File: config.mk
export PLATFORM = sky130hd
export DESIGN_NAME = usb_tx_arbiter_flat
export DESIGN_NICKNAME = d
export VERILOG_FILES = /design/src/rtl/usb_tx_arbiter_if.sv /design/src/rtl/usb_tx_arbiter.sv /design/src/flat_wrapper.sv
export SDC_FILE = /design/constraint.sdc
export NUM_CORES = 1
export LEC_CHECK = 0
export BUFFER_PORTS_ARGS = -buffer_cell sky130_fd_sc_hd__buf_2
export CAP_MARGIN = 20
export CELL_PAD_IN_SITES_DETAIL_PLACEMENT = 1
export CELL_PAD_IN_SITES_GLOBAL_PLACEMENT = 1
export CORE_MARGIN = 2
export CORE_UTILIZATION = 40
export DETAILED_ROUTE_END_ITERATION = 10
export GPL_TIMING_DRIVEN = 1
export PLACE_DENSITY = 0.8
export SYNTH_ARGS = -nofsm -noshare
export SYNTH_HDL_FRONTEND = slang
export SYNTH_SLANG_ARGS = --single-unit
File: constraint.sdc
create_clock -name useClk -period 3.5 [get_ports useClk]
set_input_delay 0 -clock useClk [delete_from_list [all_inputs] [get_ports useClk]]
set_output_delay 0 -clock useClk [all_outputs]
set_load 0.1 [all_outputs]
File: src/rtl/usb_tx_arbiter_if.sv
// Transmit-path bus shared between the USB low-speed packet generators
// and usb_tx_arbiter: per-generator request/OE/data/EOP in, start/grant/tx out.
interface usb_tx_arbiter_if #(
  parameter int NUM_REQ = 4
);
  logic [NUM_REQ-1:0] req;
  logic [NUM_REQ-1:0] reqOE;
  logic [NUM_REQ-1:0] reqData;
  logic [NUM_REQ-1:0] reqEop;
  logic [NUM_REQ-1:0] start;
  logic [NUM_REQ-1:0] grant;
  logic txOE;
  logic txBit;
  logic txEop;

  modport master (
    input  req, reqOE, reqData, reqEop,
    output start, grant, txOE, txBit, txEop
  );

  modport slave (
    output req, reqOE, reqData, reqEop,
    input  start, grant, txOE, txBit, txEop
  );
endinterface

File: src/rtl/usb_tx_arbiter.sv
// Low-speed USB transmit arbiter: turnaround, start, mux, inter-packet gap.
// Define USB_TX_ARB_ROUND_ROBIN_EN for round-robin, else fixed priority.
module usb_tx_arbiter #(
  parameter int NUM_REQ         = 4,
  parameter int TURNAROUND_BITS = 2,
  parameter int START_TIMEOUT   = 8,
  parameter int GAP_BITS        = 2
) (
  input  logic             useClk,
  input  logic             reset,
  input  logic             checkData,
  input  logic             rxActive,
  usb_tx_arbiter_if.master bus,
  output logic             busy,
  output logic             timeoutErr
);
  localparam int IW = $clog2(NUM_REQ);
  localparam logic [5:0] TURN_LAST = 6'(TURNAROUND_BITS - 1);
  localparam logic [5:0] TO_LAST   = 6'(START_TIMEOUT - 1);
  localparam logic [5:0] GAP_LAST  = 6'(GAP_BITS - 1);
  localparam logic [NUM_REQ-1:0] ONE = NUM_REQ'(1);

  typedef enum logic [2:0] {
    IDLE, TURN, START, ACTIVE, GAP
  } state_t;

  state_t             state;
  logic [5:0]         cnt;
  logic [NUM_REQ-1:0] grant;
  logic [NUM_REQ-1:0] start;
  logic [IW-1:0]      idx;
  logic [IW-1:0]      win_idx;

`ifdef USB_TX_ARB_ROUND_ROBIN_EN
  localparam logic [IW:0]   NR       = (IW+1)'(NUM_REQ);
  localparam logic [IW-1:0] LAST_IDX = IW'(NUM_REQ - 1);

  logic [IW-1:0]      rr_ptr;
  logic [NUM_REQ-1:0] rot;
  logic [IW-1:0]      off;
  logic [IW:0]        sum;

  // Rotate so bit 0 is rr_ptr, take the lowest set bit, rotate back.
  always_comb begin
    rot = (bus.req >> rr_ptr)
        | (bus.req << (NR - {1'b0, rr_ptr}));
    off = '0;
    for (int k = NUM_REQ - 1; k >= 0; k--) begin
      if (rot[k]) off = IW'(k);
    end
    sum = {1'b0, rr_ptr} + {1'b0, off};
    win_idx = (sum >= NR) ? IW'(sum - NR) : IW'(sum);
  end
`else
  always_comb begin
    win_idx = '0;
    for (int k = NUM_REQ - 1; k >= 0; k--) begin
      if (bus.req[k]) win_idx = IW'(k);
    end
  end
`endif

  always_ff @(posedge useClk) begin
    if (reset) begin
      state      <= IDLE;
      cnt        <= '0;
      grant      <= '0;
      start      <= '0;
      idx        <= '0;
      timeoutErr <= 1'b0;
`ifdef USB_TX_ARB_ROUND_ROBIN_EN
      rr_ptr     <= '0;
`endif
    end else if (checkData) begin
      start      <= '0;
      timeoutErr <= 1'b0;
      unique case (state)
        IDLE: begin
          if (!rxActive && |bus.req) begin
            grant <= ONE << win_idx;
            idx   <= win_idx;
            cnt   <= '0;
            state <= TURN;
          end
        end
        TURN: begin
          if (!bus.req[idx]) begin
            grant <= '0;
            state <= IDLE;
          end else if (rxActive) begin
            cnt <= '0;
          end else if (cnt == TURN_LAST) begin
            start <= grant;
            cnt   <= '0;
            state <= START;
          end else begin
            cnt <= cnt + 6'd1;
          end
        end
        START: begin
          if (bus.reqOE[idx]) begin
            state <= ACTIVE;
          end else if (cnt == TO_LAST) begin
            timeoutErr <= 1'b1;
            cnt        <= '0;
            state      <= GAP;
          end else begin
            cnt <= cnt + 6'd1;
          end
        end
        ACTIVE: begin
          if (!bus.reqOE[idx]) begin
            cnt   <= '0;
            state <= GAP;
          end
        end
        GAP: begin
          if (cnt == GAP_LAST) begin
            grant <= '0;
            state <= IDLE;
`ifdef USB_TX_ARB_ROUND_ROBIN_EN
            rr_ptr <= (idx == LAST_IDX) ? '0 : idx + 1'b1;
`endif
          end else begin
            cnt <= cnt + 6'd1;
          end
        end
        default: state <= IDLE;
      endcase
    end
  end

  // The line is only driven once the owner has answered its start pulse.
  logic active;
  assign active = (state == ACTIVE);

  assign bus.grant = grant;
  assign bus.start = start;
  assign bus.txOE  = active & bus.reqOE[idx];
  assign bus.txBit = active & bus.reqData[idx];
  assign bus.txEop = active & bus.reqEop[idx];
  assign busy      = (state != IDLE);
endmodule

File: src/flat_wrapper.sv
// flat-port wrapper written by rule: the top's interface ports become plain ports
module usb_tx_arbiter_flat 
#(
  parameter int NUM_REQ         = 4,
  parameter int TURNAROUND_BITS = 2,
  parameter int START_TIMEOUT   = 8,
  parameter int GAP_BITS        = 2
)
  (useClk, reset, checkData, rxActive, busy, timeoutErr, bus_req, bus_reqOE, bus_reqData, bus_reqEop, bus_start, bus_grant, bus_txOE, bus_txBit, bus_txEop);
  usb_tx_arbiter_if #(.NUM_REQ(NUM_REQ)) bus_i ();
  input  logic useClk;
  input  logic reset;
  input  logic checkData;
  input  logic rxActive;
  output logic busy;
  output logic timeoutErr;
  input wire logic [$bits(bus_i.req)-1:0] bus_req;
  input wire logic [$bits(bus_i.reqOE)-1:0] bus_reqOE;
  input wire logic [$bits(bus_i.reqData)-1:0] bus_reqData;
  input wire logic [$bits(bus_i.reqEop)-1:0] bus_reqEop;
  output wire logic [$bits(bus_i.start)-1:0] bus_start;
  output wire logic [$bits(bus_i.grant)-1:0] bus_grant;
  output wire logic [$bits(bus_i.txOE)-1:0] bus_txOE;
  output wire logic [$bits(bus_i.txBit)-1:0] bus_txBit;
  output wire logic [$bits(bus_i.txEop)-1:0] bus_txEop;
  assign bus_i.req = bus_req;
  assign bus_i.reqOE = bus_reqOE;
  assign bus_i.reqData = bus_reqData;
  assign bus_i.reqEop = bus_reqEop;
  assign bus_start = bus_i.start;
  assign bus_grant = bus_i.grant;
  assign bus_txOE = bus_i.txOE;
  assign bus_txBit = bus_i.txBit;
  assign bus_txEop = bus_i.txEop;
  usb_tx_arbiter #(.NUM_REQ(NUM_REQ), .TURNAROUND_BITS(TURNAROUND_BITS), .START_TIMEOUT(START_TIMEOUT), .GAP_BITS(GAP_BITS)) u_core (.useClk(useClk), .reset(reset), .checkData(checkData), .rxActive(rxActive), .bus(bus_i), .busy(busy), .timeoutErr(timeoutErr));
endmodule
==> impl_metrics.yaml <==
outcome:
  outcome: "finished clean"
route:
  drt_iter0_markers: 50
  viasPerCell: 5.62
  via_count: 1247
  drt_wl_total_mm: 3.61
  drc: 0
  dr.pass1.iters: 4
  post_drt_wl_per_cell_um: 16.3
  final_antenna_net_count: 0
logic_synthesis:
  synth_cells: 151
  ys.flop_type: "dfxtp_1"
  synth.top_cell.area_share_pct: 31.7
  synth_edf_count: 0
  syn_area_per_cell_sq_um: 8.38
  synth_top_area_cell: "dfxtp_1"
  yosys_warnings: 0
  synthesis.nets: 173
  ys_seq_area_share_pct: 31.7
  netlist_top_cells_area: "dfxtp_1, a21oi_1, mux4_1, nor2_1, nand2b_1"
  ys_seq_elements: 20
  synthArstFlopShare_pct: 0
  synth_area_sq_um: 1260
  ys_types: 44
final_layout:
  areaGrowthSynthToFinish_pct: 17.7
  fin_util_pct: 49.2
  diodes: 0
  drive_gt1_share_pct: 23.6
  stdcell_count: 222
  final_nets: 201
grt:
  globalRouteOverflowTotal: 0
  grt_pass1_wl_mm: 5.92
  grt_pass1_vias: 1238
  grt_max_degree: 26
  track_usage_pct: 22.0
  antenna_found_initial: 0
sta:
  rsz0062_at_grt: "no"
  final.period_utilization_pct: 65.0
  finalMaxSlewViolations: 0
  slew_headroom_pct: 48.2
  setup_violations: 0
  worst_pin_slew_ns: 0.770
  finClkSkew_ns: 0.0109
  tns_ns: 0
  finalHoldViolCount: 0
  fmax_mhz: 439
  min_period_ns: 2.28
setup_path:
  max_stage_delay_ns: 0.64
  required_ns: 3.76
  path_class: "reg -> reg"
  r2r_start: "u_core.state[0]"
  path_cells: "nor3b_1 > nand2_1 > nor4_1 > a21oi_1 > nor2_1"
  path_buf_inv: 0
  slowest_stage: "dfxtp_1"
  critPathTopFamily: "simple AND/OR/NAND/NOR gates"
  critPathLaunchType: "flip-flop"
  end_kind: "flip-flop"
  cp.arrival_ns: 2.54
  critPathMaxFanout: 15
  crit_start: "u_core.state[0]"
placement:
  dp_hpwl_mm: 2.68
  placed_cells: 218
  place_congestion: 0.884
  port_buffers: 32
die:
  core_sq_um: 3030
  die_area_sq_um: 3630
  pin_count: 33
  rows: 20
  die_x_um: 60.2
  start_util_pct: 41.8
  die_h_um: 60.2
cts:
  h-tree-depth: 1
  post_cts_resize_count: 0
  clk_pin_slew_worst_paths_ns: 0.13
  post-cts-setup-buffer-count: 0
  insertion_delay_ns: 0.33
  cts_hold_buf: 0
  numCtsBuffers: 3
  cts.sinks: 20
  cts.path.max_buffers: 2
  cts_tree: "yes"
  cts_root_buffer: "clkbuf_4"
min_path:
  worstHoldStart: "bus_req[1]"
  hp-class: "in -> reg"
pwr:
  peakVddDrop_mv: 0.329
  powerDensity_nw_per_um2: 360
  static-leakage-power_nw: 0.607
run:
  cap_viol_max_count: 0
## metrics by stage
stage / setup slack (ns) / cell area [sq um] / power, W / hold slack [ns]
final: 1.22 / 1490 / 0.000535 / 0.0676
after global routing: 0.998 / 1490 / 0.000557 / 0.0941
after CTS: 1.23 / 1490 / 0.000538 / 0.0735
after detailed placement: 1.28 / 1440 / 0.000339 / 0.425
after global placement: 1.37 / 1440 / 0.000334 / 0.406
after floorplan: 0.868 / 1260 / 0.000312 / 0.102
## cells by family after synthesis
| family | count (synthesis) | share of synthesized area [%] |
|---|---|---|
| AO/OA/AOI/OAI | 41 | 21.6 |
| XOR/XNOR | 1 | 0.693 |
| adder cells (fa/ha/maj) | 2 | 1.98 |
| buffers and inverters | 18 | 6.13 |
| flip-flops | 20 | 31.7 |
| multiplexers | 8 | 10.9 |
| AND/OR/NAND/NOR | 61 | 27.1 |
## power by group
| part | switching [W] | internal, W |
|---|---|---|
| Combinational | 0.0000619 | 0.0000339 |
| Sequential | 0.00000753 | 0.000231 |
| Clock | 0.0000847 | 0.000116 |
## layer usage
layer	track usage (%)	vias to the layer above	share of wire, %
met2	40.7	17	53
li1	-	609	-
met4	4.76	0	0.78
met1	25.4	617	43
met5	0	-	0
met3	4.98	4	3.2
## layout by cell type (no fill, tap or decap), types with 2 or more instances in the layout
cell,Yosys,layout
and3_1,2,2
a21oi_1,16,16
mux2i_1,4,4
nand3_1,4,4
or3_1,6,6
buf_2,2,32
a211o_1,2,2
dfxtp_1,20,20
mux4_2,2,2
nor4_1,2,2
a21o_1,2,2
clkbuf_4,0,3
nor2b_1,6,6
nor3b_1,2,2
nand2_1,7,7
ha_1,2,2
nor3_1,2,2
mux4_1,2,2
o32ai_1,3,3
nor2_1,14,14
o21ai_0,6,6
nand2b_1,8,8
o211ai_1,2,2
inv_1,9,9
## cells in the mapped netlist (3+ instances only)
master	number
a21oi_1	16
clkbuf_1	6
dfxtp_1	20
inv_1	9
mux2i_1	4
nand2_1	7
nand2b_1	8
nand3_1	4
nor2_1	14
nor2b_1	6
o21ai_0	6
o32ai_1	3
or3_1	6
## tightest hold or removal path, stage by stage
cell and delay [ns]:
buf_2 0.12, nor3_1 0.09, nand4bb_1 0.10, a21oi_1 0.06
## worst paths after layout
check / endpoint / slack [ns] / depth (start not counted)
hold / removal: u_core.bus.grant[3] / 0.07 / 4
setup / recovery: u_core.bus.start[0] / 1.22 / 5
hold reg to reg: u_core.timeoutErr / 0.49 / 2
setup reg to reg: u_core.bus.start[0] / 1.22 / 5
## state kept, by name, summed over array words and instances (netlist names)
register / count
u_core.bus.grant: 4
u_core.bus.start: 4
u_core.cnt: 6
u_core.idx: 2
u_core.state: 3
u_core.timeoutErr: 1
## cell type report
class / instances / area [sq um]
repair buffers: 32 / 160
multi-input cells: 113 / 787
clock buffers: 3 / 22.5
flip-flops and latches: 20 / 400
well taps: 44 / 55.1
fillers: 380 / 1540
inverters: 9 / 33.8
clock inverters: 1 / 30.0
Note: power is estimated with default switching activity, not from simulation.
